<file path="src/rtl/comm_pkg.sv">
// Shared opcodes, acknowledge value and FSM state encoding for the command link.
package comm_pkg;
  localparam logic [7:0] REQ_BATT  = 8'h01;
  localparam logic [7:0] SET_PTCH  = 8'h02;
  localparam logic [7:0] SET_ROLL  = 8'h03;
  localparam logic [7:0] SET_YAW   = 8'h04;
  localparam logic [7:0] SET_THRST = 8'h05;
  localparam logic [7:0] CALIBRATE = 8'h06;
  localparam logic [7:0] EMER_LAND = 8'h07;
  localparam logic [7:0] MTRS_OFF  = 8'h08;
  localparam logic [7:0] POS_ACK   = 8'hA5;

  typedef enum logic [1:0] {IDLE, SEND, WAIT_TX, WAIT_RESP} state_t;
endpackage

</file>
<file path="src/rtl/cmd_fifo.sv">
// Command FIFO; a write is still accepted when full if a pop happens in the same cycle.
module cmd_fifo #(
  parameter int WIDTH = 24,
  parameter int DEPTH = 4
) (
  input  logic                       clk,
  input  logic                       rst_n,
  input  logic                       wr_i,
  input  logic [WIDTH-1:0]           wdata_i,
  input  logic                       pop_i,
  output logic [WIDTH-1:0]           rdata_o,
  output logic                       full_o,
  output logic [$clog2(DEPTH+1)-1:0] cnt_o
);
  localparam int AW = $clog2(DEPTH);
  localparam int CW = $clog2(DEPTH+1);

  logic [WIDTH-1:0] mem_q [DEPTH];
  logic [AW-1:0]    wptr_q, rptr_q;
  logic [CW-1:0]    cnt_q;
  logic             do_wr, do_pop;

  assign full_o = (cnt_q == CW'(DEPTH));
  assign do_pop = pop_i && (cnt_q != '0);
  assign do_wr  = wr_i && (!full_o || do_pop);

  always_ff @(posedge clk or negedge rst_n) begin
    if (!rst_n) begin
      wptr_q <= '0;
      rptr_q <= '0;
      cnt_q  <= '0;
    end else begin
      if (do_wr)  wptr_q <= wptr_q + AW'(1);
      if (do_pop) rptr_q <= rptr_q + AW'(1);
      cnt_q <= cnt_q + CW'(do_wr) - CW'(do_pop);
    end
  end

  // Storage carries no reset; only the pointers define validity.
  always_ff @(posedge clk) begin
    if (do_wr) mem_q[wptr_q] <= wdata_i;
  end

  assign rdata_o = mem_q[rptr_q];
  assign cnt_o   = cnt_q;
endmodule

</file>
<file path="src/rtl/comm_master_q.sv">
// Queued command master: frames opcode + payload bytes MSB first onto a byte UART,
// waits for a one-byte reply and resends the frame on timeout.
module comm_master_q
  import comm_pkg::*;
#(
  parameter int DATA_BYTES  = 2,
  parameter int QDEPTH      = 4,
  parameter int TIMEOUT_CYC = 1_000_000,
  parameter int MAX_RETRY   = 2
) (
  input  logic                        clk,
  input  logic                        rst_n,
  input  logic [7:0]                  cmd,
  input  logic [8*DATA_BYTES-1:0]     data,
  input  logic                        snd_cmd,
  output logic                        q_full,
  output logic [$clog2(QDEPTH+1)-1:0] q_cnt,
  output logic                        ovfl,
  output logic [7:0]                  tx_data,
  output logic                        trmt,
  input  logic                        tx_done,
  input  logic [7:0]                  rx_data,
  input  logic                        rx_rdy,
  output logic                        clr_rx_rdy,
  output logic [7:0]                  resp,
  output logic                        resp_rdy,
  input  logic                        clr_resp_rdy,
  output logic                        frm_snt,
  output logic                        err,
  input  logic                        clr_err,
  output logic                        busy
);
  localparam int FW = 8 + 8*DATA_BYTES;
  localparam int BW = $clog2(DATA_BYTES+1);
  localparam int RW = $clog2(MAX_RETRY+2);
  localparam int TW = $clog2(TIMEOUT_CYC+1);

  state_t        state_q, state_d;
  logic [FW-1:0] shift_q, shift_d, head;
  logic [BW-1:0] byte_idx_q, byte_idx_d;
  logic [RW-1:0] retry_q, retry_d;
  logic [TW-1:0] timer_q, timer_d;
  logic [7:0]    tx_data_q, tx_data_d, resp_q, resp_d;
  logic          trmt_q, trmt_d, frm_q, frm_d, clr_rx_q, clr_rx_d;
  logic          resp_rdy_q, resp_rdy_d, err_q, err_d, ovfl_q, ovfl_d;
  logic          pop, err_new, rx_new, timeout;

  cmd_fifo #(.WIDTH(FW), .DEPTH(QDEPTH)) u_fifo (
    .clk(clk), .rst_n(rst_n), .wr_i(snd_cmd), .wdata_i({cmd, data}),
    .pop_i(pop), .rdata_o(head), .full_o(q_full), .cnt_o(q_cnt)
  );

  // rx_rdy is a level that stays high during the acknowledge cycle; don't count it twice.
  assign rx_new  = rx_rdy && !clr_rx_q;
  assign timeout = (timer_q == TW'(TIMEOUT_CYC-1));

  always_comb begin
    state_d    = state_q;
    shift_d    = shift_q;
    byte_idx_d = byte_idx_q;
    retry_d    = retry_q;
    timer_d    = timer_q;
    tx_data_d  = tx_data_q;
    resp_d     = resp_q;
    trmt_d     = 1'b0;
    frm_d      = 1'b0;
    clr_rx_d   = rx_new;
    resp_rdy_d = resp_rdy_q && !clr_resp_rdy;
    pop        = 1'b0;
    err_new    = 1'b0;
    case (state_q)
      IDLE: if (q_cnt != '0) begin
        shift_d    = head;
        byte_idx_d = '0;
        retry_d    = '0;
        state_d    = SEND;
      end
      SEND: begin
        trmt_d    = 1'b1;
        tx_data_d = shift_q[FW-1 -: 8];
        state_d   = WAIT_TX;
      end
      WAIT_TX: if (tx_done) begin
        if (byte_idx_q < BW'(DATA_BYTES)) begin
          byte_idx_d = byte_idx_q + BW'(1);
          shift_d    = shift_q << 8;
          state_d    = SEND;
        end else begin
          frm_d   = 1'b1;
          timer_d = '0;
          state_d = WAIT_RESP;
        end
      end
      WAIT_RESP: begin
        timer_d = timer_q + TW'(1);
        if (rx_new) begin
          resp_d     = rx_data;
          resp_rdy_d = 1'b1;
          pop        = 1'b1;
          state_d    = IDLE;
        end else if (timeout) begin
          if (retry_q < RW'(MAX_RETRY)) begin
            // Head entry is still in the FIFO, so reload the frame from it.
            retry_d    = retry_q + RW'(1);
            byte_idx_d = '0;
            shift_d    = head;
            state_d    = SEND;
          end else begin
            err_new = 1'b1;
            pop     = 1'b1;
            state_d = IDLE;
          end
        end
      end
      default: state_d = IDLE;
    endcase
    err_d  = (err_q && !clr_err) || err_new;
    ovfl_d = (ovfl_q && !clr_err) || (snd_cmd && q_full && !pop);
  end

  always_ff @(posedge clk or negedge rst_n) begin
    if (!rst_n) begin
      state_q    <= IDLE;
      shift_q    <= '0;
      byte_idx_q <= '0;
      retry_q    <= '0;
      timer_q    <= '0;
      tx_data_q  <= '0;
      resp_q     <= '0;
      trmt_q     <= 1'b0;
      frm_q      <= 1'b0;
      clr_rx_q   <= 1'b0;
      resp_rdy_q <= 1'b0;
      err_q      <= 1'b0;
      ovfl_q     <= 1'b0;
    end else begin
      state_q    <= state_d;
      shift_q    <= shift_d;
      byte_idx_q <= byte_idx_d;
      retry_q    <= retry_d;
      timer_q    <= timer_d;
      tx_data_q  <= tx_data_d;
      resp_q     <= resp_d;
      trmt_q     <= trmt_d;
      frm_q      <= frm_d;
      clr_rx_q   <= clr_rx_d;
      resp_rdy_q <= resp_rdy_d;
      err_q      <= err_d;
      ovfl_q     <= ovfl_d;
    end
  end

  assign tx_data    = tx_data_q;
  assign trmt       = trmt_q;
  assign frm_snt    = frm_q;
  assign clr_rx_rdy = clr_rx_q;
  assign resp       = resp_q;
  assign resp_rdy   = resp_rdy_q;
  assign err        = err_q;
  assign ovfl       = ovfl_q;
  assign busy       = (state_q != IDLE);
endmodule

</file>
<file path="config.mk">
export PLATFORM = sky130hd
export DESIGN_NAME = comm_master_q
export DESIGN_NICKNAME = d
export VERILOG_FILES = /design/src/rtl/comm_pkg.sv /design/src/rtl/cmd_fifo.sv /design/src/rtl/comm_master_q.sv
export SDC_FILE = /design/constraint.sdc
export NUM_CORES = 1
export LEC_CHECK = 0
export BUFFER_PORTS_ARGS = -buffer_cell sky130_fd_sc_hd__buf_2
export CORE_MARGIN = 1
export CORE_UTILIZATION = 50
export CTS_CLUSTER_SIZE = 14
export DETAILED_ROUTE_END_ITERATION = 12
export HOLD_SLACK_MARGIN = 0.12
export PLACE_DENSITY = 0.72
export SLEW_MARGIN = 20
export SYNTH_ARGS = -nofsm -noshare
export SYNTH_HDL_FRONTEND = slang
export SYNTH_SLANG_ARGS = --single-unit
</file>
<file path="constraint.sdc">
create_clock -name clk -period 7.08 [get_ports clk]
set_input_delay 0.354 -clock clk [delete_from_list [all_inputs] [get_ports clk]]
set_output_delay 0.354 -clock clk [all_outputs]
set_load 0.02 [all_outputs]
</file>
==> impl_metrics.csv <==
group,metric,value,unit
logic_synthesis,yosys.area.top_type,"edfxtp_1",
setup_path,cp.required,7430,ps
drt,wl,12900,um
finish,nFillCells,1058,
finish,drive_gt1_frac,0.303,
drt,dr.pass1.iters,5,
setup_path,end_kind,"register",
floorplanning,design.core.area,0.0140,mm2
logic_synthesis,netlist_instances,475,
drt,wl_per_cell,17.3,um
floorplanning,dieArea,0.0150,mm2
logic_synthesis,yosysWarnings,0,
floorplanning,boundaryPins,66,
cts,htreeDepth,4,
finish,multi_input_area,0.00223,mm2
setup_path,ff2ff_path_depth,9,
sta,slew-limit-headroom,0.367,
drt,post_drt_via_cell_ratio,5.42,
logic_synthesis,async_flop_share,0.451,
flow_run,maxCapViolations,0,
global_routing,grt_overflow_total,0,
finish,ff_latch_area,0.00486,mm2
cts,cts-resized-gates,0,
floorplanning,die_h,122,um
cts,cts-root-buf,"clkbuf_16",
outcome,status,"completed",
cts,ctsLongestPathBuffers,2,
logic_synthesis,yosysSeqAreaShare,0.670,
placement,gp_routability_congestion,0.760,
placement,io_buffers,65,
setup_path,crit_path_start_kind,"register",
cts,clkSinkCount,175,
finish,area_growth,15.9,%
logic_synthesis,synth.distinct_cells,50,
logic_synthesis,ys_ff_latch,175,
logic_synthesis,yosys-top-cells-area,"edfxtp_1 40%, dfrtp_1 27%, mux4_2 7.4%",
logic_synthesis,ys.flop_type,"edfxtp_1",
sta,fin_setup_tns,0,ps
setup_path,crit_fanout,14,
cts,cts-buffers-inserted,17,
placement,pre_cts_slack,4240,ps
sta,max_freq,351,MHz
sta,period_needed,2850,ps
drt,drc,0,
floorplanning,die_w,122,um
drt,drtIter0Drc,248,
finish,nets,599,
setup_path,r2r_slack,4230,ps
logic_synthesis,synth_edf_count,96,
sta,tightest_slew,950,ps
cts,cts_tree,"done",
global_routing,antenna_found_initial,0,
power,p_leak,3.42,nW
setup_path,path_class,"register to register",
global_routing,grt_pass1_wl,21200,um
logic_synthesis,synth_nets,522,
sta,rsz0062_at_grt,"false",
sta,min_period_over_period,0.402,
sta,setup_ws,4230,ps
sta,slew_violations,0,
global_routing,grt_pass1_vias,4304,
finish,antenna_cells,0,
setup_path,arrival,3190,ps
floorplanning,start_util,0.517,
global_routing,track_usage,0.190,
sta,setup_viol,0,
global_routing,grt_max_degree,80,
sta,hold_viol_final,0,
sta,fin_worst_skew,8.37,ps
logic_synthesis,synth_commonest_cells,"96 x edfxtp_1, 79 x dfrtp_1, 75 x nor2_1",
floorplanning,num_rows,43,
drt,ant_nets,0,
logic_synthesis,synth_top_area_frac,0.397,
drt,via_count,4038,
logic_synthesis,syn_area,0.00726,mm2
cts,cts.clk_slew.worst_paths,70,ps
power,p_per_area,435,mW/mm2
logic_synthesis,yosysMostFrequentCell,"edfxtp_1",
hold_path,holdCritPathClass,"input port to register",
cts,insertion_delay,430,ps
placement,hpwl,8250,um
power,ir_worst_vdd,0.265,mV
hold_path,hold_path_depth,1,
logic_synthesis,synth.avg_cell_area,15.3,um2
-- path summary, 6_finish.rpt --
kind | start | endpoint
max in group asynchronous | rst_n | resp[4]
setup / recovery | state_q[1] | u_fifo.cnt_o[2]
setup reg to reg | state_q[1] | u_fifo.cnt_o[2]
hold / removal | data[14] | u_fifo.mem_q[2][14]
min in group asynchronous | rst_n | timer_q[14]
hold reg to reg | ovfl | ovfl
-- flip-flops by register name, summed over array words and instances, names as in the netlist --
register / flops
u_fifo.mem_q: 96
shift_q: 24
timer_q: 20
resp: 8
tx_data: 8
u_fifo.cnt_o: 3
byte_idx_q: 2
retry_q: 2
state_q: 2
u_fifo.rptr_q: 2
u_fifo.wptr_q: 2
clr_rx_rdy: 1
err: 1
frm_snt: 1
ovfl: 1
resp_rdy: 1
trmt: 1
-- critical path, stage by stage (launching register included) --
cell	delay [ps]
dfrtp_1	570
and2_1	320
nand2_1	370
o32ai_1	390
ha_1	190
inv_1	40
ha_1	190
fa_1	380
xnor2_1	180
xnor2_1	140
-- layout by cell type, fill, tap and decap left out, types with 7 or more instances in the layout --
cell and n:
and2_1 7, buf_2 64, buf_4 7, clkbuf_16 17, dfrtp_1 79, edfxtp_1 96, ha_1 7, inv_1 18
mux2_2 22, mux2_4 11, mux4_2 24, nand2_1 14, nand3_1 13, nand4_1 7, nor2_1 75, o2bb2ai_1 9
xor2_1 17
-- cells by family (layout without fill, tap and decap cells) --
| group | Yosys count | after routing | share of synthesized area |
|---|---|---|---|
| buffers and inverters | 37 | 127 | 0.0235 |
| and+or+nand+nor | 146 | 146 | 0.101 |
| muxes | 57 | 57 | 0.131 |
| DFF | 175 | 175 | 0.670 |
| adders and majority gates | 8 | 8 | 0.0148 |
| AOI/OAI and AO/OA | 29 | 29 | 0.0316 |
| xor gates and xnor gates | 23 | 23 | 0.0278 |
-- power by group --
part	total, mW	switching (mW)	leakage (nW)	internal, mW
Sequential	1.52	0.136	1.86	1.38
Combinational	1.22	0.652	1.26	0.565
Clock	0.923	0.420	0.289	0.503
Total	3.66	1.21	3.42	2.45
-- timing repair --
action	in CTS	in global routing
hold buffers	5	0
setup buffers	0	0
hold endpoints to repair	23	0
-- metrics by stage --
step | hold WS, ps | utilization | instances | power (mW) | instance area, um2
floorplan | 58.4 | - | 475 | 2.45 | 7260
global placement | 471 | 0.553 | 708 | 2.72 | 7760
detailed placement | 475 | 0.553 | 708 | 2.76 | 7760
CTS | 121 | 0.599 | 745 | 3.70 | 8410
global route | 131 | 0.599 | 745 | 3.87 | 8410
finish | 140 | 0.599 | 745 | 3.66 | 8410
-- layout make-up --
type	instances	share of cell area
well taps	180	0.0268
clock inverters	15	0.0204
repair buffers	77	0.0516
clock buffers	17	0.0506
multi-input cells	263	0.265
flip-flops and latches	175	0.578
inverters	18	0.00803
-- routing by layer --
metal	track usage	routed length (um)	up-vias
met1	0.234	5440	2021
li1	-	-	1888
met3	0.0488	651	20
met4	0.0854	264	0
met5	0	0	-
met2	0.315	6560	109
(Power assumes the default switching activity.)
